<file path="config.mk">
export PLATFORM = sky130hd
export DESIGN_NAME = param_register_file_flat
export DESIGN_NICKNAME = d
export VERILOG_FILES = /design/src/rtl/param_register_file_if.sv /design/src/rtl/param_register_file.sv /design/src/flat_wrapper.sv
export SDC_FILE = /design/constraint.sdc
export NUM_CORES = 1
export LEC_CHECK = 0
export CAP_MARGIN = 20
export CORE_MARGIN = 2
export CORE_UTILIZATION = 35
export DETAILED_ROUTE_END_ITERATION = 6
export GPL_TIMING_DRIVEN = 1
export PLACE_DENSITY = 0.53
export SETUP_SLACK_MARGIN = 0.02
export SKIP_LAST_GASP = 1
export SLEW_MARGIN = 20
export SYNTH_ARGS = -nofsm -noshare
export SYNTH_HDL_FRONTEND = slang
export SYNTH_SLANG_ARGS = --single-unit
export TNS_END_PERCENT = 30
</file>
<file path="constraint.sdc">
create_clock -name clk -period 2.25 [get_ports clk]
set_input_delay 0.225 -clock clk [delete_from_list [all_inputs] [get_ports clk]]
set_output_delay 0.225 -clock clk [all_outputs]
set_load 0.1 [all_outputs]
</file>
<file path="src/rtl/param_register_file_if.sv">
// Bus bundle for param_register_file: PC/SP micro-ops, branch, flags,
// source/destination read ports, autoincrement and write-back port.
interface param_register_file_if #(
  parameter int WIDTH = 16,
  parameter int NREGS = 16
);
  localparam int AW = $clog2(NREGS);

  logic [1:0]       MO;
  logic             BranchExecute;
  logic [WIDTH-1:0] BranchAddress;
  logic             SRW;
  logic [3:0]       flagsIn;
  logic [AW-1:0]    srcA;
  logic [AW-1:0]    dstA;
  logic [1:0]       As;
  logic             Ad;
  logic             incSrc;
  logic             incDst;
  logic             BW;
  logic [AW-1:0]    resultA;
  logic             RW;
  logic [WIDTH-1:0] dataIn;
  logic [WIDTH-1:0] Rsrc;
  logic [WIDTH-1:0] Rdst;
  logic [WIDTH-1:0] PCout;
  logic [WIDTH-1:0] SPout;
  logic [3:0]       flagsOut;

  modport master (
    output MO, BranchExecute, BranchAddress, SRW, flagsIn,
    output srcA, dstA, As, Ad, incSrc, incDst, BW,
    output resultA, RW, dataIn,
    input  Rsrc, Rdst, PCout, SPout, flagsOut
  );

  modport slave (
    input  MO, BranchExecute, BranchAddress, SRW, flagsIn,
    input  srcA, dstA, As, Ad, incSrc, incDst, BW,
    input  resultA, RW, dataIn,
    output Rsrc, Rdst, PCout, SPout, flagsOut
  );
endinterface

</file>
<file path="src/rtl/param_register_file.sv">
// CPU register file: R0=PC, R1=SP, R2=SR/CG1, R3=CG2, R4.. general purpose.
// Optional macro PARAM_REGFILE_BYPASS_EN forwards same-cycle write data to Rsrc/Rdst.
module param_register_file #(
  parameter int               WIDTH   = 16,
  parameter int               NREGS   = 16,
  parameter logic [WIDTH-1:0] SR_MASK = 'h01FF
) (
  input logic                 clk,
  input logic                 reset,
  param_register_file_if.slave bus
);

  localparam int AW = $clog2(NREGS);
  // V flag lives at bit 8; narrow builds fold it onto the top bit
  localparam int VB = (WIDTH > 8) ? 8 : WIDTH - 1;
  localparam logic [WIDTH-1:0] TWO  = WIDTH'(2);
  localparam logic [WIDTH-1:0] ZERO = '0;

  logic [WIDTH-1:0] r   [NREGS];
  logic [WIDTH-1:0] nxt [NREGS];
  logic [NREGS-1:0] inc_hit;
  logic [WIDTH-1:0] wval;
  logic [WIDTH-1:0] pc_adv;
  logic [WIDTH-1:0] sp_adj;
  logic [WIDTH-1:0] src_rd;
  logic [WIDTH-1:0] dst_rd;

  function automatic logic [WIDTH-1:0] cg_val(input logic             is_r3,
                                              input logic [1:0]       mode,
                                              input logic [WIDTH-1:0] srv);
    logic [WIDTH-1:0] v;
    case ({is_r3, mode})
      3'b000:  v = srv;
      3'b001:  v = '0;
      3'b010:  v = WIDTH'(4);
      3'b011:  v = WIDTH'(8);
      3'b100:  v = '0;
      3'b101:  v = WIDTH'(1);
      3'b110:  v = WIDTH'(2);
      default: v = '1;
    endcase
    return v;
  endfunction

  // Write-back value after per-register forcing (even PC/SP, masked SR)
  always_comb begin
    wval = bus.dataIn;
    if (bus.resultA == AW'(0) || bus.resultA == AW'(1)) begin
      wval[0] = 1'b0;
    end else if (bus.resultA == AW'(2)) begin
      wval = bus.dataIn & SR_MASK;
    end
  end

  // A register incremented by both incSrc and incDst still gets one step
  always_comb begin
    for (int unsigned i = 0; i < NREGS; i++) begin
      inc_hit[i] = (i != 2) && (i != 3) &&
                   ((bus.incSrc && bus.srcA == AW'(i)) ||
                    (bus.incDst && bus.dstA == AW'(i)));
    end
  end

  always_comb begin
    pc_adv = ZERO;
    if (bus.MO == 2'b01 || bus.MO == 2'b10) pc_adv = pc_adv + TWO;
    if (inc_hit[0]) pc_adv = pc_adv + TWO;

    sp_adj = ZERO;
    if (bus.MO == 2'b11) sp_adj = sp_adj - TWO;
    if (inc_hit[1]) sp_adj = sp_adj + TWO;

    for (int unsigned i = 0; i < NREGS; i++) begin
      nxt[i] = r[i];
    end

    if (bus.BranchExecute) begin
      nxt[0] = bus.BranchAddress;
    end else begin
      nxt[0] = r[0] + pc_adv;
    end
    nxt[0][0] = 1'b0;

    nxt[1]    = r[1] + sp_adj;
    nxt[1][0] = 1'b0;

    if (bus.SRW) begin
      nxt[2][1]  = bus.flagsIn[3];
      nxt[2][2]  = bus.flagsIn[2];
      nxt[2][VB] = bus.flagsIn[1];
      nxt[2][0]  = bus.flagsIn[0];
      nxt[2]     = nxt[2] & SR_MASK;
    end

    for (int unsigned i = 4; i < NREGS; i++) begin
      if (inc_hit[i]) nxt[i] = r[i] + (bus.BW ? WIDTH'(1) : TWO);
    end

    // Write-back is applied last so it wins over every other update
    if (bus.RW && bus.resultA != AW'(3)) begin
      nxt[bus.resultA] = wval;
    end
  end

  always_ff @(posedge clk or negedge reset) begin
    if (!reset) begin
      for (int unsigned i = 0; i < NREGS; i++) begin
        r[i] <= '0;
      end
    end else begin
      for (int unsigned i = 0; i < NREGS; i++) begin
        r[i] <= nxt[i];
      end
    end
  end

  always_comb begin
    src_rd = r[bus.srcA];
    dst_rd = r[bus.dstA];
`ifdef PARAM_REGFILE_BYPASS_EN
    if (bus.RW && bus.resultA == bus.srcA) src_rd = wval;
    if (bus.RW && bus.resultA == bus.dstA) dst_rd = wval;
`endif
  end

  // Constant-generator decode; R2 in mode 00 is the plain SR read
  always_comb begin
    if (bus.srcA == AW'(2) || bus.srcA == AW'(3)) begin
      bus.Rsrc = cg_val(bus.srcA[0], bus.As, src_rd);
    end else begin
      bus.Rsrc = src_rd;
    end
    if (bus.dstA == AW'(2) || bus.dstA == AW'(3)) begin
      bus.Rdst = cg_val(bus.dstA[0], {1'b0, bus.Ad}, dst_rd);
    end else begin
      bus.Rdst = dst_rd;
    end
  end

  assign bus.PCout    = r[0];
  assign bus.SPout    = r[1];
  assign bus.flagsOut = {r[2][1], r[2][2], r[2][VB], r[2][0]};

endmodule

</file>
<file path="src/flat_wrapper.sv">
// flat-port wrapper written by rule: the top's interface ports become plain ports
module param_register_file_flat 
#(
  parameter int               WIDTH   = 16,
  parameter int               NREGS   = 16,
  parameter logic [WIDTH-1:0] SR_MASK = 'h01FF
)
  (clk, reset, bus_MO, bus_BranchExecute, bus_BranchAddress, bus_SRW, bus_flagsIn, bus_srcA, bus_dstA, bus_As, bus_Ad, bus_incSrc, bus_incDst, bus_BW, bus_resultA, bus_RW, bus_dataIn, bus_Rsrc, bus_Rdst, bus_PCout, bus_SPout, bus_flagsOut);
  param_register_file_if #(.WIDTH(WIDTH), .NREGS(NREGS)) bus_i ();
  input logic clk;
  input logic reset;
  input wire logic [$bits(bus_i.MO)-1:0] bus_MO;
  input wire logic [$bits(bus_i.BranchExecute)-1:0] bus_BranchExecute;
  input wire logic [$bits(bus_i.BranchAddress)-1:0] bus_BranchAddress;
  input wire logic [$bits(bus_i.SRW)-1:0] bus_SRW;
  input wire logic [$bits(bus_i.flagsIn)-1:0] bus_flagsIn;
  input wire logic [$bits(bus_i.srcA)-1:0] bus_srcA;
  input wire logic [$bits(bus_i.dstA)-1:0] bus_dstA;
  input wire logic [$bits(bus_i.As)-1:0] bus_As;
  input wire logic [$bits(bus_i.Ad)-1:0] bus_Ad;
  input wire logic [$bits(bus_i.incSrc)-1:0] bus_incSrc;
  input wire logic [$bits(bus_i.incDst)-1:0] bus_incDst;
  input wire logic [$bits(bus_i.BW)-1:0] bus_BW;
  input wire logic [$bits(bus_i.resultA)-1:0] bus_resultA;
  input wire logic [$bits(bus_i.RW)-1:0] bus_RW;
  input wire logic [$bits(bus_i.dataIn)-1:0] bus_dataIn;
  output wire logic [$bits(bus_i.Rsrc)-1:0] bus_Rsrc;
  output wire logic [$bits(bus_i.Rdst)-1:0] bus_Rdst;
  output wire logic [$bits(bus_i.PCout)-1:0] bus_PCout;
  output wire logic [$bits(bus_i.SPout)-1:0] bus_SPout;
  output wire logic [$bits(bus_i.flagsOut)-1:0] bus_flagsOut;
  assign bus_i.MO = bus_MO;
  assign bus_i.BranchExecute = bus_BranchExecute;
  assign bus_i.BranchAddress = bus_BranchAddress;
  assign bus_i.SRW = bus_SRW;
  assign bus_i.flagsIn = bus_flagsIn;
  assign bus_i.srcA = bus_srcA;
  assign bus_i.dstA = bus_dstA;
  assign bus_i.As = bus_As;
  assign bus_i.Ad = bus_Ad;
  assign bus_i.incSrc = bus_incSrc;
  assign bus_i.incDst = bus_incDst;
  assign bus_i.BW = bus_BW;
  assign bus_i.resultA = bus_resultA;
  assign bus_i.RW = bus_RW;
  assign bus_i.dataIn = bus_dataIn;
  assign bus_Rsrc = bus_i.Rsrc;
  assign bus_Rdst = bus_i.Rdst;
  assign bus_PCout = bus_i.PCout;
  assign bus_SPout = bus_i.SPout;
  assign bus_flagsOut = bus_i.flagsOut;
  param_register_file #(.WIDTH(WIDTH), .NREGS(NREGS), .SR_MASK(SR_MASK)) u_core (.clk(clk), .reset(reset), .bus(bus_i));
endmodule
</file>
---- Word-level counts from Yosys, hierarchy flattened ----
Index checks and enable logic that the tools add are counted.
word-level totals
  flip-flop bits (word level) ............. 256
  bits of input ports ..................... 61
  output and inout port bits .............. 68
  word-level logic and storage cells ...... 175
cells by class
  $add $sub $neg .......................... 16
  order comparisons ....................... 4
  equal/unequal tests ..................... 45
  multiplexer cells ....................... 36
  bitwise logic cells ..................... 3
  reduce and logical (&&, ||, !) cells .... 55
operators with widths
  cell                     count
  $mux W16                 25
  $bwmux W256              1
  $mux W256                1
  $add A16 B16 Y16         14
  $bmux W16 S4             2
  $pmux W16 S6             1
  $demux W16 S4            1
  $eq A4 B4 Y1 const B     16
  $pmux W16 S3             1
  $eq A4 B3 Y1 const B     8
  $logic_and A1 B1 Y1      30
  $eq A4 B2 Y1 const B     5
  $logic_or A1 B1 Y1       18
  $add A16 B2 Y16 const B  1
  $ge A5 B5 Y1 const B     3
  $mux W15                 1
  $not A4 Y5               3
  $eq A4 B1 Y1 const B     3
  $logic_not A4 Y1         3
  $eq A3 B3 Y1 const B     3
  $eq A2 B2 Y1 const B     4
  $eq A3 B2 Y1 const B     2
  $lt A5 B1 Y1 const B     1
  $eq A2 B1 Y1 const B     2
  8 further kinds          10

---- Depth between registers and ports, before layout ----
  depth in word-level cells ............... 9
  mapped depth ............................ 18
  depth with buffers taken out ............ 13

---- Worst setup path after synthesis ----
OpenSTA, ideal clock, no wires.
  kind .................................... input port to flip-flop
  from .................................... input port bus_dstA[2]
  to ...................................... register u_core.r (netlist bit u_core.bus.SPout[7])
  setup time .............................. 0.135 ns
  arrival ................................. 3.750 ns
  data required time ...................... 2.115 ns
  setup slack ............................. -1.635 ns
  stages on the path ...................... 17
  path buffers ............................ 6
  cells stage by stage .................... buf_1 -> buf_2 -> nor3b_1 -> a32oi_1 -> ha_1 -> buf_2 -> buf_2 -> buf_2 -> buf_2 -> xor2_1 -> ha_1 -> nand4bb_1 -> nand4_1 -> mux2_2 -> a221oi_1 -> xor2_1 -> o21ai_0
RTL lines
  item                           line                        text
  start, declared                flat_wrapper.sv:18          input wire logic [$bits(bus_i.dstA)-1:0] bus_dstA;
  end signal, assigned by index  param_register_file.sv:112  r[i] <= nxt[i];
  end, declared                  param_register_file.sv:19   logic [WIDTH-1:0] r [NREGS];

---- Final worst setup path ----
  from .................................... input port bus_srcA[1]
  to ...................................... output port bus_Rsrc[2]
between the ends
  longest elaborated chain between the ends .. 6
  elaborated cells between the ends (all ways) .. 9
  classes of those cells .................. 2 x eq/ne; 5 x mux; 1 x bitwise; 1 x reduce/logical
ends and longest elaborated chain
  item                                          line                        text
  start, declared                               flat_wrapper.sv:17          input wire logic [$bits(bus_i.srcA)-1:0] bus_srcA;
  $not A4 Y5 (not written as such)              param_register_file.sv:118  src_rd = r[bus.srcA];
  $bmux W16 S4                                  param_register_file.sv:118
  $mux W16 (not written as such) (2 in series)  param_register_file.sv:118
  $pmux W16 S6                                  param_register_file.sv:32   case ({is_r3, mode})
  $mux W16 (*)                                  param_register_file.sv:128  if (bus.srcA == AW'(2) || bus.srcA == AW'(3)) begin
  end, declared                                 flat_wrapper.sv:27          output wire logic [$bits(bus_i.Rsrc)-1:0] bus_Rsrc;
Mark *: on every way between the ends. The rest lies on a longest branch, timed or not. The select of a mux whose other input is x is not followed.

==> flow_summary.ini <==
[yosys]
ys_seq_area_share_pct = 33.9
synth_cells = 1877
yosys.area_share.simple_pct = 16.5
synthMuxAreaShare_pct = 21.7
synth_fa_ha_area_share_pct = 3.49
yosysWarnings = 0
async_flop_share_pct = 100
avgSynthCellArea_sq_um = 10.1
synth_top_family_by_area = multiplexers
synth_ff_type = dfrtp_1
synth.distinct_cells = 70
syn_area_sq_mm = 0.0189
ys_seq_elements = 256
synth-edff-count = 0
synthXorXnorAreaFrac_pct = 9.64
synth-compound-area-share_pct = 9.48

[timing]
fin_crit_sh_pct = 120
slew_headroom_pct = 43.4
fmax_mhz = 371
setup-tns-final_ps = -11440
maxSlewViolCount = 0
fin_skew_ps = 13.7
setup_slack_ps = -443
finalHoldViolCount = 0
worst_slew_pin_slew_ps = 849
setup_viol = 37
rsz0062_at_grt = yes
fin_crit_ps = 2690

[drt]
wire_per_inst_um = 25.4
first_iter_violations = 1633
ant_nets = 0
drc = 0
drt-total-wl_um = 74200
vias = 16700
vias_per_cell = 5.74
firstDrtPassIters = 5

[layout]
syn2layout_area_growth_pct = 32.3
stdcell_count = 2916
ff_latch_area_sq_mm = 0.00644
nFillCells = 4902
final_common_cell = buf_4
drive_gt1_share_pct = 34.7
multiInputGateArea_sq_mm = 0.0120
antenna_cells = 0
mostFrequentLayoutCells = buf_4, nand2_1, dfrtp_1
nNetsFinal = 2302

[global_route]
grt_overflow = 0
grt_pass1_wl_um = 109000
grt.met2_usage_pct = 41.1
gr-usage-met3_pct = 5.28
grt_pass1_vias = 16200
top_usage_layer = met2
grt_start_max_net_pins = 74
antenna_found_initial = 1
grt_use_met1_pct = 35.5
track_usage_pct = 26.2

[die]
num_rows = 85
die_w_um = 236
die_h_um = 236
start_util_pct = 35.3
ios = 129
coreArea_sq_mm = 0.0536
dieArea_sq_mm = 0.0559

[clock_tree]
cts-root-buf = clkbuf_16
cts_tree = built
max-clock-path-buffers = 3
cts.sink_count = 256
clk_pin_slew_ps = 60
numCtsBuffers = 34
clkLatencyLatePin_ps = 550
htree_levels = 2

[setup_path]
critPathTopFamily = buffers and inverters
cpMaxStageDelayCell = buf_4
critPathKind = in2out
slowest_delay_ps = 580
worst-path-buf-inv = 4
endpoint_kind = output pin
critPathMostFrequentCell = buf_4
cp_max_fo = 45
worstPathRequired_ps = 2030
cp-start-kind = input pin
crit_path_cell_trace = buf_4 > buf_4 > o22a_1 > o21ai_0 > buf_4 > mux4_2 > a21o_4 > buf_12
critPathArrivalTime_ps = 2470

[outcome]
violations = negative setup slack
status = complete, but fails checks

[placed_design]
dp_worst_setup_slack_ps = -1060
dp_hpwl_um = 53700
placedCellCount = 2789
gp_congestion = 0.923
portBuffers = 127

[flow_run]
maxCapViolCount = 0

[power_and_ir_drop]
p_per_area_mw_per_mm2 = 1040
leakage_nw = 10.0
peakVddDrop_v = 0.000960

[worst_hold_path]
hp-class = in2async
## flip-flops by register name, summed over array words and instances (netlist names)
| register | count |
|---|---|
| u_core.r | 220 |
| u_core.bus.SPout | 16 |
| u_core.bus.PCout | 16 |
| u_core.bus.flagsOut | 4 |
## final cells by class
class / count / area share, %
clock buffer: 52 / 4.04
clock inverter: 8 / 0.485
inverter: 25 / 0.375
multi-input combinational: 1414 / 47.9
sequential: 256 / 25.8
tap: 696 / 3.48
timing repair buffer: 465 / 18.0
## power breakdown
| group | internal [mW] | switching [mW] |
|---|---|---|
| sequential | 5.92 | 1.78 |
| clock | 3.44 | 2.24 |
| combinational | 5.47 | 7.18 |
| total | 14.8 | 11.2 |
## repair_timing
| action | 4_1_cts | 5_1_grt |
|---|---|---|
| cloned | 2 | 3 |
| endpoints found under the hold margin | 63 | 0 |
| buffers inserted | 30 | 31 |
| setup endpoints to repair | 54 | 50 |
| gates resized for setup | 65 | 59 |
| hold buffers | 1 | 0 |
| pin swaps | 12 | 10 |
## kinds of logic after synthesis
| group | Yosys count |
|---|---|
| simple gates | 632 |
| compound gates | 316 |
| flops | 256 |
| mux | 211 |
| xor+xnor | 208 |
| buf+inv | 208 |
| fa+ha+maj | 45 |
| other cells | 1 |
## metrics by stage
stage	utilization (%)	hold WS, ps	power, mW	cell area [sq um]
global route	46.6	372	27.0	25000
finish	46.6	306	26.0	25000
detailed placement	42.9	302	19.5	23000
global placement	42.9	298	19.3	23000
CTS	45.8	330	25.7	24600
floorplan	-	-70.6	15.1	19200
## metal layers
| layer | up-vias | part of all wire, % |
|---|---|---|
| met5 | - | 0 |
| met4 | 0 | 4.1 |
| met3 | 138 | 8.0 |
| met2 | 797 | 46 |
| met1 | 8450 | 42 |
| li1 | 7356 | - |
## Yosys cell counts, types with 11 or more instances
cell	instances	share of area, %
buf_4	37	1.5
nor2_1	104	2.1
dfrtp_1	256	34
ha_1	32	2.1
nand4_1	21	0.69
nand2_1	242	4.8
nor2b_1	23	0.76
xnor2_1	83	3.8
clkbuf_1	108	2.1
o22a_1	11	0.51
nor3b_1	12	0.48
a21oi_1	82	2.2
inv_1	25	0.50
and2_1	18	0.60
nand3_1	84	2.2
fa_1	13	1.4
mux2_2	23	1.4
buf_2	22	0.58
xor2_1	125	5.8
mux2i_1	31	1.6
and3_1	50	1.7
o21ai_0	167	4.4
mux4_2	157	19
## worst paths after layout
| path | slack, ps | from | to | depth (start not counted) |
|---|---|---|---|---|
| worst max register to register | -20 | u_core.bus.SPout[2]$_DFF_PN0_ | u_core.bus.SPout[7]$_DFF_PN0_ | 9 |
| min in group clk | 350 | bus_BranchAddress[9] | u_core.bus.PCout[9]$_DFF_PN0_ | 3 |
| worst min-delay path | 310 | reset | u_core.bus.SPout[10]$_DFF_PN0_ | 2 |
| max in group asynchronous | 1210 | reset | u_core.r[15]$_DFF_PN0_ | 3 |
| worst min register to register | 380 | u_core.r[194]$_DFFE_PN0P_ | u_core.r[194]$_DFFE_PN0P_ | 0 |
| worst max-delay path | -440 | bus_srcA[1] | bus_Rsrc[2] | 8 |
Power figures use the tool's default switching activity.
